[config.mk]
export PLATFORM = sky130hd
export DESIGN_NAME = dot_max_search
export DESIGN_NICKNAME = d
export VERILOG_FILES = /design/src/rtl/dot_max_search_pkg.sv /design/src/rtl/dot_max_search_max_compare_reg.sv /design/src/rtl/dot_max_search.sv
export SDC_FILE = /design/constraint.sdc
export NUM_CORES = 1
export LEC_CHECK = 0
export ABC_AREA = 1
export CORE_MARGIN = 2
export CORE_UTILIZATION = 45
export CTS_CLUSTER_SIZE = 25
export DETAILED_ROUTE_END_ITERATION = 10
export PLACE_DENSITY = 0.73
export SLEW_MARGIN = 5
export SYNTH_ARGS = -nofsm -noshare
export SYNTH_HDL_FRONTEND = slang
export SYNTH_SLANG_ARGS = --single-unit
[constraint.sdc]
create_clock -name clk -period 4 [get_ports clk]
set_clock_uncertainty 0.2 [all_clocks]
set_input_delay 0.4 -clock clk [delete_from_list [all_inputs] [get_ports clk]]
set_output_delay 0.4 -clock clk [all_outputs]
set_load 0.05 [all_outputs]
[src/rtl/dot_max_search_pkg.sv]
// dot_max_search_pkg: modulation codes, last-entry addresses and scan FSM states
// shared by the dot-product controller and the max-search block.
`default_nettype none

package dot_max_search_pkg;

  typedef enum logic [1:0] {
    MOD_QPSK   = 2'b00,
    MOD_QAM16  = 2'b01,
    MOD_QAM64  = 2'b10,
    MOD_QAM256 = 2'b11
  } mod_t;

  localparam int unsigned LAST_QPSK   = 0;
  localparam int unsigned LAST_QAM16  = 4;
  localparam int unsigned LAST_QAM64  = 28;
  localparam int unsigned LAST_QAM256 = 124;

  typedef enum logic [1:0] {
    ST_IDLE  = 2'd0,
    ST_READ  = 2'd1,
    ST_DRAIN = 2'd2,
    ST_DONE  = 2'd3
  } state_t;

  // Address of the final (even) entry in the result RAM for a modulation.
  function automatic int unsigned last_addr(input mod_t m);
    case (m)
      MOD_QPSK:   last_addr = LAST_QPSK;
      MOD_QAM16:  last_addr = LAST_QAM16;
      MOD_QAM64:  last_addr = LAST_QAM64;
      default:    last_addr = LAST_QAM256;
    endcase
  endfunction

endpackage

`default_nettype wire

[src/rtl/dot_max_search_max_compare_reg.sv]
// max_compare_reg: running signed maximum with its index; the first valid
// entry after arm loads unconditionally, later ones only on strictly greater.
`default_nettype none

module max_compare_reg #(
  parameter int IDX_WIDTH  = 6,
  parameter int DATA_WIDTH = 16
) (
  input  logic                  clk,
  input  logic                  rst,
  input  logic                  arm,
  input  logic                  valid,
  input  logic [IDX_WIDTH-1:0]  index,
  input  logic [DATA_WIDTH-1:0] data,
  output logic [IDX_WIDTH-1:0]  best_index,
  output logic [DATA_WIDTH-1:0] best_value
);

  logic first;
  logic take;

  // Strict compare keeps the lowest index on ties.
  assign take = valid && (first || ($signed(data) > $signed(best_value)));

  always_ff @(posedge clk or negedge rst) begin
    if (!rst) begin
      first      <= 1'b0;
      best_index <= '0;
      best_value <= '0;
    end else begin
      if (arm) begin
        first <= 1'b1;
      end else if (valid) begin
        first <= 1'b0;
      end
      if (take) begin
        best_index <= index;
        best_value <= data;
      end
    end
  end

endmodule

`default_nettype wire

[src/rtl/dot_max_search.sv]
// dot_max_search: scans the even entries of the dot-product result RAM after
// start and reports the index/value of the largest signed metric.
`default_nettype none

module dot_max_search
  import dot_max_search_pkg::*;
#(
  parameter int ADDR_WIDTH = 7,
  parameter int DATA_WIDTH = 16
) (
  input  logic                  clk,
  input  logic                  rst,
  input  logic                  start,
  input  logic [1:0]            M,
  output logic [ADDR_WIDTH-1:0] readAddr,
  input  logic [DATA_WIDTH-1:0] readData,
  output logic                  busy,
  output logic                  done,
  output logic [ADDR_WIDTH-2:0] bestIndex,
  output logic [DATA_WIDTH-1:0] bestValue
);

  state_t                state;
  state_t                state_next;
  mod_t                  mode;
  logic [ADDR_WIDTH-1:0] last;
  logic                  start_acc;
  logic                  pipe_valid;
  logic [ADDR_WIDTH-2:0] pipe_index;

  assign last = ADDR_WIDTH'(last_addr(mode));

  always_comb begin
    state_next = state;
    start_acc  = 1'b0;
    busy       = 1'b0;
    done       = 1'b0;
    case (state)
      ST_IDLE: begin
        if (start) begin
          start_acc  = 1'b1;
          state_next = ST_READ;
        end
      end
      ST_READ: begin
        busy = 1'b1;
        if (readAddr == last) state_next = ST_DRAIN;
      end
      ST_DRAIN: begin
        busy       = 1'b1;
        state_next = ST_DONE;
      end
      default: begin
        done = 1'b1;
        if (start) begin
          start_acc  = 1'b1;
          state_next = ST_READ;
        end else begin
          state_next = ST_IDLE;
        end
      end
    endcase
  end

  always_ff @(posedge clk or negedge rst) begin
    if (!rst) begin
      state <= ST_IDLE;
    end else begin
      state <= state_next;
    end
  end

  // The modulation is captured only on an accepted start.
  always_ff @(posedge clk or negedge rst) begin
    if (!rst) begin
      readAddr <= '0;
      mode     <= MOD_QPSK;
    end else if (start_acc) begin
      readAddr <= '0;
      mode     <= mod_t'(M);
    end else if (state == ST_READ && readAddr != last) begin
      readAddr <= readAddr + ADDR_WIDTH'(2);
    end
  end

  // Delay valid/index one cycle to line up with the synchronous RAM output.
  always_ff @(posedge clk or negedge rst) begin
    if (!rst) begin
      pipe_valid <= 1'b0;
      pipe_index <= '0;
    end else begin
      pipe_valid <= (state == ST_READ);
      pipe_index <= readAddr[ADDR_WIDTH-1:1];
    end
  end

  max_compare_reg #(
    .IDX_WIDTH  (ADDR_WIDTH-1),
    .DATA_WIDTH (DATA_WIDTH)
  ) u_max_compare_reg (
    .clk        (clk),
    .rst        (rst),
    .arm        (start_acc),
    .valid      (pipe_valid),
    .index      (pipe_index),
    .data       (readData),
    .best_index (bestIndex),
    .best_value (bestValue)
  );

endmodule

`default_nettype wire

# Word level (Yosys, flattened, before mapping)
# Cells that the tools add are included.
# classes
n_eq_ne	8
n_reduce_logical	10
n_lt_le_gt_ge	1
mux	13
add_sub_neg	1
# op_table
op	n
$pmux 7 s3	1
$gt 16x16->1	1
$mux 7	2
$add 7x2->7 const B	1
$eq 7x7->1	1
$mux 1	7
$ne 7x7->1	1
$pmux 2 s3	1
$eq 2x1->1 const B	2
$eq 2x2->1 const B	2
$logic_not 2->1	2
$mux 2	2
$ne 2x2->1 const B	2
$reduce_bool 2->1	2
$reduce_or 3->1	1
$logic_and 1x1->1	2
$reduce_and 2->1	1
$reduce_or 2->1	1
$logic_or 1x1->1	1
# word_totals
reg_bits	41
word_cells	41

# Depth between registers and ports, before layout
# Gate-level depths: netlist of the first run.
# logic_depth
word_depth	6
mapped_depth	17

# By module
# Synthesis of the first run repeated with hierarchy kept, for this count alone.
# unflattened
cells_unflattened	269
hier_area_um2	2247.2
# by_module_without_submodules
module	area_per_inst_um2	n_inst	cells_per_inst
max_compare_reg	1420.1	1	179
dot_max_search	827.0	1	90

# Worst setup path after synthesis of the first run
# No wires, ideal clock.
# synth_timing
path_type	register to register
start	reg u_max_compare_reg.best_value[7]
end	reg u_max_compare_reg.best_value[0]
path_stages_with_launch	17
synth_period_minus_slack_ns	2.313
n_path_buf	1
slack_ns	1.687
t_arrival_ns	1.993
setup_time_ns	0.119
path_cell_list	dfrtp_1 > inv_1 > ha_1 > nand2_1 > nor2_2 > nand3_1 > nand3_1 > nand2_1 > nand2_1 > nand2_1 > nand2_1 > nand2_2 > nand2_4 > nand2_4 > buf_6 > nand2_1 > nand2_1
# synth_between
elab_chain_cells	3
# synth_lines
item	line	text
start: declaration	dot_max_search_max_compare_reg.sv:16	output logic [DATA_WIDTH-1:0] best_value
start signal: assignment	dot_max_search_max_compare_reg.sv:38	best_value <= data;
$gt 16x16->1	dot_max_search_max_compare_reg.sv:23	assign take = valid && (first || ($signed(data) > $signed(best_value)));
$logic_or 1x1->1	dot_max_search_max_compare_reg.sv:23	
$logic_and 1x1->1	dot_max_search_max_compare_reg.sv:23	
# Every way passes these cells.
# A chain may end at the register's enable or synchronous reset.

# Final worst setup path of the first run
# layout_timing
start	in readData[6]
end	reg u_max_compare_reg.best_value[7]
# layout_between
elab_chain_cells	3
# layout_lines
item	line	text
start: declaration	dot_max_search.sv:16	input logic [DATA_WIDTH-1:0] readData,
$gt 16x16->1	dot_max_search_max_compare_reg.sv:23	
$logic_or 1x1->1	dot_max_search_max_compare_reg.sv:23	
$logic_and 1x1->1	dot_max_search_max_compare_reg.sv:23	
# Every way passes these cells.

==> results of run 1 <==
## state kept, by name (all words and copies together) (netlist names)
| register | cells |
|---|---|
| pipe_index | 6 |
| u_max_compare_reg.first | 1 |
| mode | 2 |
| pipe_valid | 1 |
| state | 2 |
| u_max_compare_reg.best_value | 16 |
| readAddr | 6 |
| u_max_compare_reg.best_index | 6 |
## cell usage in the layout, fill, tap and decap left out, types with 2 or more instances in the layout
cell,netlist,routed
ha_1,21,21
nor3_1,2,2
nand2_1,72,72
clkinvlp_4,0,2
a21oi_1,10,10
nand2_4,2,2
dfrtp_1,40,40
nand3_1,33,33
clkbuf_8,0,6
inv_1,34,34
clkdlybuf4s50_1,0,49
nor2_1,10,10
nand2_2,5,5
nand4_1,2,2
o21ai_1,4,4
o21ai_0,7,7
## report_power, final
group          internal (mW)  switching [mW]
logic                  0.449           0.876
registers              0.552           0.151
clock network          0.140           0.144
total                   1.14            1.17
## synthesized netlist by cell type (2+ instances only)
master / count
a21oi_1: 10
buf_6: 4
clkbuf_1: 3
dfrtp_1: 40
ha_1: 21
inv_1: 34
nand2_1: 72
nand2_2: 5
nand2_4: 2
nand3_1: 33
nand4_1: 2
nor2_1: 10
nor3_1: 2
o21ai_0: 7
o21ai_1: 4
## per-stage QoR
step | worst slack (ps) | hold WS, ps | cell area [um2] | std cells | util (%)
3_5_place_dp | 1180 | 264 | 2680 | 355 | 57.1
2_1_floorplan | 1690 | -95.6 | 2190 | 260 | -
6_report | 1500 | 24.7 | 2780 | 363 | 59.2
3_3_place_gp | 1210 | 246 | 2680 | 355 | 57.1
4_1_cts | 1490 | 59.6 | 2780 | 363 | 59.2
5_1_grt | 1260 | 87.4 | 2780 | 363 | 59.2
## cells by family (layout without fill, tap and decap cells)
family                   count (synthesis)  count (layout)  share of synthesized area [%]
multiplexers                             1               1                          0.515
XOR/XNOR                                 2               2                          0.802
other                                    1               1                          0.172
adder cells (fa/ha/maj)                 21              21                           12.0
AO/OA/AOI/OAI                           23              23                           5.55
flip-flops                              40              40                           45.8
buffers and inverters                   43              92                           8.99
AND/OR/NAND/NOR                        129             129                           26.2
## routing by layer
metal | share of wire [%] | vias to the layer above | GRT usage, %
met3 | 4.4 | 13 | 5.08
met1 | 44 | 853 | 21.4
li1 | - | 923 | -
met4 | 2.4 | 0 | 6.87
met2 | 49 | 43 | 29.5
met5 | 0 | - | 0
## worst register-to-register path, cell delays in order, from the launching register on
cell	delay [ps]
dfrtp_1	370
inv_1	50
ha_1	280
nand2_1	100
nor2_2	130
nand3_1	80
nand3_1	90
nand2_1	70
nand2_1	60
nand2_1	40
nand2_1	70
nand2_2	60
nand2_4	210
nand2_4	230
nand2_1	130
nand2_1	60
## area by class of cell
class                   count  area (um2)
clock buffers               6        82.6
repair buffers             50         495
inverters                  34         128
multi-input cells         177         988
well taps                  54        67.6
flip-flops and latches     40        1000
clock inverters             2        15.0
fillers                   435        1910
## how the worst max path moves through the flow
stage                                                     start  cells after the start  slack (ps)                                          end
floorplan           u_max_compare_reg.best_value[7]$_DFFE_PN0P_                     16        1690  u_max_compare_reg.best_value[0]$_DFFE_PN0P_
global placement                                    readData[7]                     14        1210  u_max_compare_reg.best_value[7]$_DFFE_PN0P_
detailed placement                                  readData[7]                     14        1180  u_max_compare_reg.best_index[2]$_DFFE_PN0P_
CTS                                                 readData[6]                     14        1490  u_max_compare_reg.best_index[2]$_DFFE_PN0P_
global route                                        readData[7]                     15        1260  u_max_compare_reg.best_value[8]$_DFFE_PN0P_
finish                                              readData[6]                     14        1500  u_max_compare_reg.best_value[7]$_DFFE_PN0P_
==> impl_results.md, run 1 <==
- Post-synth EDFFs: 0
- H-tree depth: 2
- Num CTS Buffers: 5
- Flops & latches, synth: 40
- Post-CTS setup buffer count: 0
- Total Power: 2.31 mW
- Crit Path Class: in -> reg
- Iteration-0 DRC Markers: 92
- Worst setup EP type: flip-flop
- Area share of the largest cell type after synthesis: 45.8%
- Endpoints failing setup: 0
- Hold-fix buffers, CTS: 0
- Slew @ Worst Pin: 868 ps
- Seq/Total Area, Yosys: 45.8%
- CTS tree: built
- Crit path largest cell delay: 440 ps
- Status: completed
- CORE AREA: 4690 um2
- Reg2Reg Depth: 15
- Synth warn: 0
- Worst r2r src: u_max_compare_reg.best_value[7]$_DFFE_PN0P_
- Clk_lat worst skew: 290 ps
- Syn Area/Cell: 8.41 um2
- Max Buffers Root-to-Sink: 2
- CP most frequent cell: nand2_1
- Worst path bufs/invs: 2
- CP Launch Type: input port
- Final Critical Period: 2500 ps
- PwrDens: 832 nW/um2
- DRC violations left: 0
- Fin. max-slew vios: 0
- Resized Gates After CTS: 0
- Cell count after synthesis: 260
- Initial Utilization: 46.6%
- CTS Root Cell: clkbuf_8
- Die area: 5430 um2
- Worst VDD drop: 0.697 mV
- Unrepaired setup endpoints after global routing: false
- Dpl hpwl: 3.13 mm
- Via count: 1832
- Synth Flop Type: dfrtp_1
- Rel. slew slack: 42.1%
- Required @ worst endpoint: 3980 ps
- GP Congestion: 0.839
- Top Ports: 52
- WP data arrival: 2470 ps
- Syn nets: 302
- FF-to-FF setup slack: 1660 ps
- Worst-path clk slew: 80 ps
- Synth-to-Final Area Change: 27.1%
- Number of global-route vias before repair: 1743
- Final hold viol count: 0
- Buffers added on ports: 50
- DRT antenna net count: 0
- Largest net degree at the start of global routing: 41
- First-pass GRT wire length: 7.45 mm
- Final nets: 350
- DRT Pass-1 Iters: 4
- Worst R2R End: u_max_compare_reg.best_value[7]$_DFFE_PN0P_
- Critical path fanouts, max: 23
- CP max stage cell: clkdlybuf4s50_1
- Post-synth ARST share: 100%
- Vias per cell: 5.05
- Crit-path cells: clkdlybuf4s50_1, ha_1, nand2_1, inv_1, a21oi_1, nand3_1, nand2_1, nand3_1, nand2_1, nand2_2, nand2_4, nand2_4, nand2_1, nand2_1
- Yosys top cell by area: dfrtp_1
- Synth area leaders: dfrtp_1 (46%), nand2_1 (12%), ha_1 (12%), nand3_1 (7.6%), inv_1 (5.8%)
- Share of cells above drive strength 1: 6.47%
- Final period util: 62.4%
- Mapped Area: 2190 um2
- Critical path's top delay family: simple AND/OR/NAND/NOR gates
- Die width: 73.7 um
- Fmax: 0.401 GHz
- FP Rows: 25
- DIE HEIGHT: 73.7 um
- Leak pwr: 1.43 nW
- Initial antenna violation count: 0
- Clk sinks: 40
- HP Class: in -> async
- Max Cap Violations: 0
- Post-synth cell types: 26
- Diode count: 0
- WL final: 4.31 mm
- DR WL/cell: 11.9 um
- Gr usage total: 17.6%
- Total negative setup slack: 0 ps
- Global route overflow: 0
Power figures use the tool's default switching activity.
==> inputs of run 2 (changes only) <==
==> constraint.sdc (replaced) <==
create_clock -name clk -period 2.5 [get_ports clk]
set_clock_uncertainty 0.2 [all_clocks]
set_input_delay 0.25 -clock clk [delete_from_list [all_inputs] [get_ports clk]]
set_output_delay 0.25 -clock clk [all_outputs]
set_load 0.05 [all_outputs]
==> run 2 against run 1 <==
  * Combinational power is 69% higher
  * Count of clock-buffer cells in the layout stayed put
  * Sequential share of layout area is 0.64 points lower
  * Flip-flop and latch count stayed put
  * Largest cell class unchanged
  * Global-route usage is 0.33 points higher
  * Clock power is 80% higher
  * Cell count is 1.4% higher
  * Non-clock buffer count is 5 higher
  * Setup slack worse by 1300 ps
==> impl_results.md, run 2 (synthesis results as in run 1) <==
- DRC violations left: 0 (unchanged)
- Crit path largest cell delay: 810 ps (+370 ps)
- CP max stage cell: clkdlybuf4s50_1
- Final hold viol count: 0 (unchanged)
- Worst VDD drop: 0.931 mV (+33%)
- CTS tree: built
- Slew @ Worst Pin: 875 ps (+6.51 ps)
- Synth-to-Final Area Change: 29.4%
- DRT antenna net count: 0 (unchanged)
- Area of placed instances: 2710 um2 (+1.1%)
- Clk sinks: 40 (unchanged)
- Share of cells above drive strength 1: 7.32% (+0.85 points)
- Commonest non-fill, non-tap cell in the layout: nand2_1
- Crit-path cells: inv_1, ha_1, clkdlybuf4s50_1
- Iteration-0 DRC Markers: 92 (unchanged)
- Inst Count DP: 359 (+1.1%)
- Rel. slew slack: 41.7% (-0.43 points)
- Global route overflow: 0 (unchanged)
- Commonest non-fill, non-tap cells in the layout: nand2_1 (72), clkdlybuf4s50_1 (49), dfrtp_1 (40)
- Diode count: 0 (unchanged)
- Worst slack at placement: 39.8 ps (-1140 ps)
- Top Layer Used: met4
- Leak pwr: 1.46 nW (+2.4%)
- Gr usage total: 18.0% (+0.33 points)
- Fin. max-slew vios: 0 (unchanged)
- Critical path's top delay family: buffers and inverters
- Max Buffers Root-to-Sink: 2 (unchanged)
- DIE HEIGHT: 73.7 um (unchanged)
- Initial Utilization: 46.6% (unchanged)
- HP Class: reg -> reg
- CORE AREA: 4690 um2 (unchanged)
- Fmax: 0.432 GHz
- GP Congestion: 0.796 (-5.2%)
- Max Cap Violations: 0 (unchanged)
- WL final: 4.46 mm (+3.3%)
- Layout fillers: 429 (-1.4%)
- Final Critical Period: 2320 ps
- Total negative setup slack: 0 ps (unchanged)
- Final period util: 92.6%
- Buffers added on ports: 50 (unchanged)
- Max reg flops: 16 (unchanged)
- Via count: 1822 (-0.55%)
- Largest Register: u_max_compare_reg.best_value
- Clk_lat worst skew: 280 ps (about the same)
- DRT Pass-1 Iters: 4 (unchanged)
- Met1 WL: 1.93 mm (+0.63%)
- First-pass GRT wire length: 7.56 mm (+1.6%)
- Total Power: 3.82 mW (+65%)
- Initial antenna violation count: 0 (unchanged)
- PwrDens: 1350 nW/um2 (+62%)
- Met2 WL: 2.34 mm (+12%)
- Critical path fanouts, max: 3 (-87%)
- Status: completed
- Die area: 5430 um2 (unchanged)
- Number of global-route vias before repair: 1772 (+1.7%)
- Setup slack after layout: 184 ps (-1320 ps)
- Top Ports: 52 (unchanged)
- Worst path bufs/invs: 2 (unchanged)
- Num CTS Buffers: 5 (unchanged)
- Unrepaired setup endpoints after global routing: false
- CTS Root Cell: clkbuf_8
- Met3 wire len: 164 um (-14%)
- Endpoints failing setup: 0 (unchanged)
- H-tree depth: 2 (unchanged)
- Largest net degree at the start of global routing: 41 (unchanged)
- Worst-path clk slew: 70 ps (about the same)
- Required @ worst endpoint: 2050 ps (-1930 ps)
- FP Rows: 25 (unchanged)
- Post-layout util: 60.3% (+1.1 points)
- Fin area: 2830 um2 (+1.8%)
- Crit Path Class: reg -> out
- Die width: 73.7 um (unchanged)
- Post-route insts no fill: 368 (+1.4%)
- CP Launch Type: flip-flop
- Worst setup EP type: output pin
- WP data arrival: 1870 ps (-600 ps)
- Vias per cell: 4.95 (-1.9%)
- Dpl hpwl: 3.32 mm (+6.2%)
- DR WL/cell: 12.1 um (+1.9%)
- Hold slack: 272 ps (+247 ps)
- Final nets: 355 (+1.4%)
[run 2: changes by cell type in the layout (fill, tap and decap cells not counted)]
cell	before	now
buf_4	0	4
bufinv_16	0	1
clkbuf_1	0	1
clkbuf_8	6	5
clkinv_2	0	1
clkinvlp_4	2	0
dlygate4sd3_1	0	1
[run 2: power by group]
group / internal, mW / switching, mW / leakage, nW / total [mW]
combinational: 0.768 / 1.46 / 0.893 / 2.23
sequential: 0.886 / 0.197 / 0.511 / 1.08
clock: 0.296 / 0.212 / 0.0552 / 0.508
total: 1.95 / 1.87 / 1.46 / 3.82
[run 2: area by class of cell]
cell class                      count  area, um2  area share [%]
Tap cell                           54       67.6            2.39
Inverter                           34        128            4.51
Sequential cell                    40       1000            35.4
Clock inverter                      2       35.0            1.24
Timing Repair Buffer               55        536            18.9
Clock buffer                        6       72.6            2.57
Multi-Input combinational cell    177        988            35.0
[run 2: what timing repair did]
| item | CTS | global route |
|---|---|---|
| setup buffers | 0 | 0 |
| hold buffers | 1 | 0 |
| resized for setup | 0 | 0 |
| hold endpoints to repair | 40 | 0 |
[run 2: final timing paths]
path                                                                  start                                           to  slack, ps  cells past startpoint
worst max register to register  u_max_compare_reg.best_value[7]$_DFFE_PN0P_  u_max_compare_reg.best_value[3]$_DFFE_PN0P_        370                     14
min in group asynchronous                                               rst  u_max_compare_reg.best_value[9]$_DFFE_PN0P_        430                      2
worst min register to register                      readAddr[6]$_DFFE_PN0P_                      pipe_index[5]$_DFF_PN0_        270                      0
worst min-delay path                                readAddr[6]$_DFFE_PN0P_                      pipe_index[5]$_DFF_PN0_        270                      0
max in group asynchronous                                               rst                         pipe_valid$_DFF_PN0_       1130                      2
worst max-delay path                                   state[0]$_DFFE_PN0P_                                         busy        180                      3
[run 2: per-layer routing]
layer	track usage [%]	vias up
li1	-	933
met5	0	-
met2	32.3	28
met4	5.66	0
met3	4.53	2
met1	20.7	859
